<file path="src/rtl/pmem_arbiter.sv">
// Round-robin arbiter sharing one physical-memory port between IFU (read-only) and LSU (read/write).
// Latency: request accepted in cycle 0, memory strobe in cycle LATENCY, response from cycle LATENCY+1.
// Backpressure: one transaction in flight; requests are refused until the owner takes its response.
module pmem_arbiter #(
    parameter int LATENCY = 1,
    parameter int AW      = 64
) (
    input  logic          clock,
    input  logic          reset,

    input  logic          ifu_req_valid,
    output logic          ifu_req_ready,
    input  logic [AW-1:0] ifu_req_pc,
    output logic          ifu_resp_valid,
    input  logic          ifu_resp_ready,
    output logic [31:0]   ifu_resp_inst,

    input  logic          lsu_req_valid,
    output logic          lsu_req_ready,
    input  logic [AW-1:0] lsu_req_addr,
    input  logic          lsu_req_wen,
    input  logic [63:0]   lsu_req_wdata,
    input  logic [7:0]    lsu_req_wmask,
    output logic          lsu_resp_valid,
    input  logic          lsu_resp_ready,
    output logic [63:0]   lsu_resp_rdata,

    output logic          mem_valid,
    output logic [AW-1:0] mem_addr,
    output logic          mem_wen,
    output logic [63:0]   mem_wdata,
    output logic [7:0]    mem_wmask,
    input  logic [63:0]   mem_rdata
);

    typedef enum logic [1:0] {IDLE, BUSY, RESP} state_t;

    localparam logic       OWN_IFU  = 1'b0;
    localparam logic       OWN_LSU  = 1'b1;
    localparam logic [7:0] CNT_INIT = 8'(LATENCY - 1);

    state_t        state;
    logic [7:0]    cnt;
    logic          last_grant;
    logic          owner;
    logic [AW-1:0] addr_q;
    logic          wen_q;
    logic [63:0]   wdata_q;
    logic [7:0]    wmask_q;
    logic          pc2_q;
    logic [63:0]   rdata_q;

    logic grant_ifu;
    logic grant_lsu;
    logic strobe;
    logic ifu_resp;
    logic lsu_resp;
    logic resp_fire;

    // The requester that did not win last time takes a tie.
    assign grant_ifu = ifu_req_valid & (~lsu_req_valid | (last_grant == OWN_LSU));
    assign grant_lsu = lsu_req_valid & (~ifu_req_valid | (last_grant == OWN_IFU));

    assign ifu_req_ready = (state == IDLE) & grant_ifu;
    assign lsu_req_ready = (state == IDLE) & grant_lsu;

    assign strobe    = (state == BUSY) && (cnt == 8'd0);
    assign ifu_resp  = (state == RESP) && (owner == OWN_IFU);
    assign lsu_resp  = (state == RESP) && (owner == OWN_LSU);
    assign resp_fire = (ifu_resp & ifu_resp_ready) | (lsu_resp & lsu_resp_ready);

    assign mem_valid = strobe;
    assign mem_addr  = strobe ? addr_q  : '0;
    assign mem_wen   = strobe & wen_q;
    assign mem_wdata = strobe ? wdata_q : '0;
    assign mem_wmask = strobe ? wmask_q : '0;

    assign ifu_resp_valid = ifu_resp;
    assign ifu_resp_inst  = !ifu_resp ? 32'h0 : (pc2_q ? rdata_q[63:32] : rdata_q[31:0]);
    assign lsu_resp_valid = lsu_resp;
    assign lsu_resp_rdata = lsu_resp ? rdata_q : 64'h0;

    always_ff @(posedge clock) begin
        if (reset) begin
            state      <= IDLE;
            cnt        <= '0;
            last_grant <= OWN_LSU;
            owner      <= OWN_IFU;
            addr_q     <= '0;
            wen_q      <= 1'b0;
            wdata_q    <= '0;
            wmask_q    <= '0;
            pc2_q      <= 1'b0;
            rdata_q    <= '0;
        end else begin
            case (state)
                IDLE: begin
                    if (lsu_req_ready) begin
                        owner      <= OWN_LSU;
                        last_grant <= OWN_LSU;
                        addr_q     <= lsu_req_addr & ~AW'(7);
                        wen_q      <= lsu_req_wen;
                        wdata_q    <= lsu_req_wdata;
                        wmask_q    <= lsu_req_wmask;
                        pc2_q      <= 1'b0;
                        cnt        <= CNT_INIT;
                        state      <= BUSY;
                    end else if (ifu_req_ready) begin
                        owner      <= OWN_IFU;
                        last_grant <= OWN_IFU;
                        addr_q     <= ifu_req_pc & ~AW'(7);
                        wen_q      <= 1'b0;
                        wdata_q    <= '0;
                        wmask_q    <= '0;
                        pc2_q      <= ifu_req_pc[2];
                        cnt        <= CNT_INIT;
                        state      <= BUSY;
                    end
                end
                BUSY: begin
                    if (cnt == 8'd0) begin
                        rdata_q <= wen_q ? 64'h0 : mem_rdata;
                        state   <= RESP;
                    end else begin
                        cnt <= cnt - 8'd1;
                    end
                end
                RESP: begin
                    if (resp_fire) begin
                        state <= IDLE;
                    end
                end
                default: state <= IDLE;
            endcase
        end
    end

endmodule

</file>
<file path="config.mk">
export PLATFORM = sky130hd
export DESIGN_NAME = pmem_arbiter
export DESIGN_NICKNAME = d
export VERILOG_FILES = /design/src/rtl/pmem_arbiter.sv
export SDC_FILE = /design/constraint.sdc
export NUM_CORES = 1
export LEC_CHECK = 0
export CORE_AREA = 2 2 197 199
export CTS_CLUSTER_DIAMETER = 200
export DETAILED_ROUTE_END_ITERATION = 16
export DIE_AREA = 0 0 199 201
export GPL_TIMING_DRIVEN = 0
export SYNTH_ARGS = -nofsm -noshare
export SYNTH_HDL_FRONTEND = slang
export SYNTH_SLANG_ARGS = --single-unit
</file>
<file path="constraint.sdc">
create_clock -name clock -period 2.1 [get_ports clock]
set_input_delay 0.21 -clock clock [delete_from_list [all_inputs] [get_ports clock]]
set_output_delay 0.21 -clock clock [all_outputs]
set_load 0.05 [all_outputs]
</file>
==> results.py <==
metrics = {
    "worst_setup_path": {
        "path_class": "reg2out",
        "required_ns": 1.89,
        "crit_arrival_ns": 2.19,
        "critPathCaptureType": "output pin",
        "worst_setup_path_start_kind": "flop",
        "crit_fanout": 8,
    },
    "pwr": {
        "power.leakage_uw": 0.00739,
        "combPwrFrac_pct": 53.2,
        "ir_drop_uv": 592,
        "intPower_uw": 12900,
        "p_sw_uw": 8840,
        "pwr-share-clk_pct": 19.5,
        "pwr-share-seq_pct": 27.3,
        "powerDensity_mw_per_mm2": 1180,
        "sw_frac_of_total_pct": 40.7,
    },
    "synthesis": {
        "seq_area_frac_synth_pct": 42.9,
        "yosys_most_used_dff": "dfxtp_1",
        "synth-edff-count": 0,
        "synth_top_cell_area_share_pct": 42.9,
        "async_flop_share_pct": 0,
        "syn_inst": 1193,
        "yosysTopAreaCell": "dfxtp_1",
        "yosysMostFrequentCell": "dfxtp_1",
        "avgSynthCellArea_sq_um": 8.26,
        "synth.distinct_cells": 46,
        "synthesis.area_sq_mm": 0.00985,
        "synth_common_cells": "dfxtp_1, and2_1, nand2_1",
        "synth.area.top_cells": "dfxtp_1, and2_1, nand2_1",
        "ys_warn_count": 0,
        "ys_ff_latch": 211,
    },
    "sta": {
        "worst_pin_slew_ns": 0.760,
        "period_needed_ns": 2.40,
        "rsz0062_at_grt": "true",
        "period_share_pct": 114,
        "slew_headroom_pct": 49.4,
        "finalSetupViolCount": 192,
        "drv_slew": 0,
        "setup_slack_ns": -0.296,
        "fin_skew_ns": 0.00894,
        "hold_viol": 0,
        "clock.fmax_ghz": 0.417,
    },
    "outcome": {
        "violations": "negative setup slack",
        "status": "finished, violations left",
    },
    "drt": {
        "drt_first_pass_iters": 5,
        "via_per_inst": 4.66,
        "wl_per_cell_um": 19.5,
        "drtIter0Drc": 388,
        "drc": 0,
        "dr_total_vias": 10700,
        "wl_mm": 45.0,
        "antenna_left": 0,
    },
    "grt": {
        "antenna_found_initial": 0,
        "grt_pass1_wl_mm": 64.7,
        "grt_usage_pct": 21.0,
        "grt_pass1_vias": 10900,
        "globalRouteOverflowTotal": 0,
        "grt_max_degree": 20,
    },
    "place": {
        "gp_congestion": 0.867,
        "dpl.hpwl_mm": 33.8,
        "place_area_sq_mm": 0.0155,
        "port_buffers": 499,
        "preCtsSetupSlack_ns": -0.994,
    },
    "cts": {
        "cts_buffer_depth": 3,
        "cts_tree": "done",
        "cts_root_buffer": "clkbuf_16",
        "path_clk_slew_ns": 0.06,
        "cts_buffers": 25,
        "htreeDepth": 1,
        "cts_hold_buf": 0,
        "clock_latency_ns": 0.53,
        "clock_sinks": 211,
    },
    "layout": {
        "fillers": 3642,
        "fin_util_pct": 48.4,
        "syn2layout_area_growth_pct": 87.2,
        "diodes": 0,
        "final_area_sq_mm": 0.0184,
        "nNetsFinal": 2040,
        "drive_gt1_share_pct": 31.7,
    },
    "run": {
        "cap_violations": 0,
    },
    "hold_path": {
        "hold_path_class": "in2reg",
    },
    "die": {
        "die_y_um": 201,
        "start_util_pct": 25.9,
        "die_w_um": 199,
        "num_rows": 72,
        "io_pins": 509,
        "core-area_sq_mm": 0.0381,
        "die-area_sq_mm": 0.0400,
    },
}
state kept, by name, indices dropped and copies added, names as in the netlist:
name / flops
wmask_q: 8
state: 2
rdata_q: 64
cnt: 8
wen_q: 1
pc2_q: 1
addr_q: 61
last_grant: 1
owner: 1
wdata_q: 64
timing repair:
action                                  in CTS  in global routing
gates resized for setup                   1507                621
gates cloned                                 7                  6
endpoints found under the setup margin     235                246
setup buffers                               12                 27
pin swaps                                   44                 47
cell families (layout without fill, tap and decap cells):
family / Yosys count / count (layout) / share of synthesized area [%]
buffers and inverters: 120 / 709 / 5.47
adder cells (fa/ha/maj): 2 / 2 / 0.254
AO/OA/AOI/OAI: 213 / 213 / 15.9
AND/OR/NAND/NOR: 609 / 610 / 31.8
flip-flops: 211 / 211 / 42.9
multiplexers: 34 / 34 / 3.45
other: 1 / 3 / 0.0381
XOR/XNOR: 3 / 3 / 0.267
power groups by stage:
stage / logic (uW) / registers [uW] / clock network, uW
finish: 11500 / 5930 / 4220
global route: 12400 / 6070 / 4500
CTS: 10300 / 5870 / 4360
detailed placement: 8490 / 5900 / 0
global placement: 8430 / 5860 / 0
floorplan: 5610 / 5660 / 0
per-stage QoR:
| stage | power [uW] | TNS, ns | std cells | hold WS, ns |
|---|---|---|---|---|
| floorplan | 11300 | 0 | 1195 | 0.336 |
| global placement | 14300 | -167.04 | 2212 | 0.448 |
| detailed placement | 14400 | -171.21 | 2212 | 0.455 |
| CTS | 20500 | -68.07 | 2273 | 0.218 |
| global route | 22900 | -54.95 | 2303 | 0.234 |
| finish | 21700 | -33.30 | 2303 | 0.252 |
path summary, 6_finish.rpt:
path,startpoint,endpoint,slack (ns),depth (start not counted)
setup / recovery,cnt[0],mem_wdata[13],-0.30,9
hold / removal,lsu_req_addr[3],addr_q[3],0.25,3
setup reg to reg,cnt[1],rdata_q[43],0.09,10
hold reg to reg,rdata_q[57],rdata_q[57],0.46,2
worst max-delay path, cell delays in order (launching register included):
cell	delay [ns]
dfxtp_2	0.32
inv_2	0.08
ha_4	0.14
nor3b_4	0.23
nand3b_4	0.14
clkinv_8	0.12
buf_16	0.16
clkbuf_16	0.15
and2_4	0.16
buf_8	0.14
routing by layer:
metal	GRT usage [%]	vias up	wire length, um
li1	-	5209	-
met1	24.1	5072	17700
met2	37.5	386	22500
met3	5.98	60	3600
met4	6.37	0	1130
met5	0	-	0
final cells by class:
class	count	area, sq um	share of cell area (%)
multi-input combinational	865	5680	30.8
sequential	211	4240	23.0
clock inverter	9	78.8	0.427
clock buffer	36	697	3.78
timing repair buffer	549	6280	34.0
buffer	107	778	4.22
tap	518	648	3.51
inverter	8	47.5	0.258
layout by cell type, fill, tap and decap left out, types with 47 or more instances in the layout:
cell and instances:
clkdlybuf4s50_1 264, nor2_1 97, and2_4 125, a21oi_1 69, buf_6 53, buf_4 57
nand2_1 192, and2_1 74, clkbuf_1 54, a22o_1 47, a311oi_1 61, nand3b_1 64
dfxtp_1 203, buf_8 140
No activity file was read; power rests on OpenSTA's default activity.
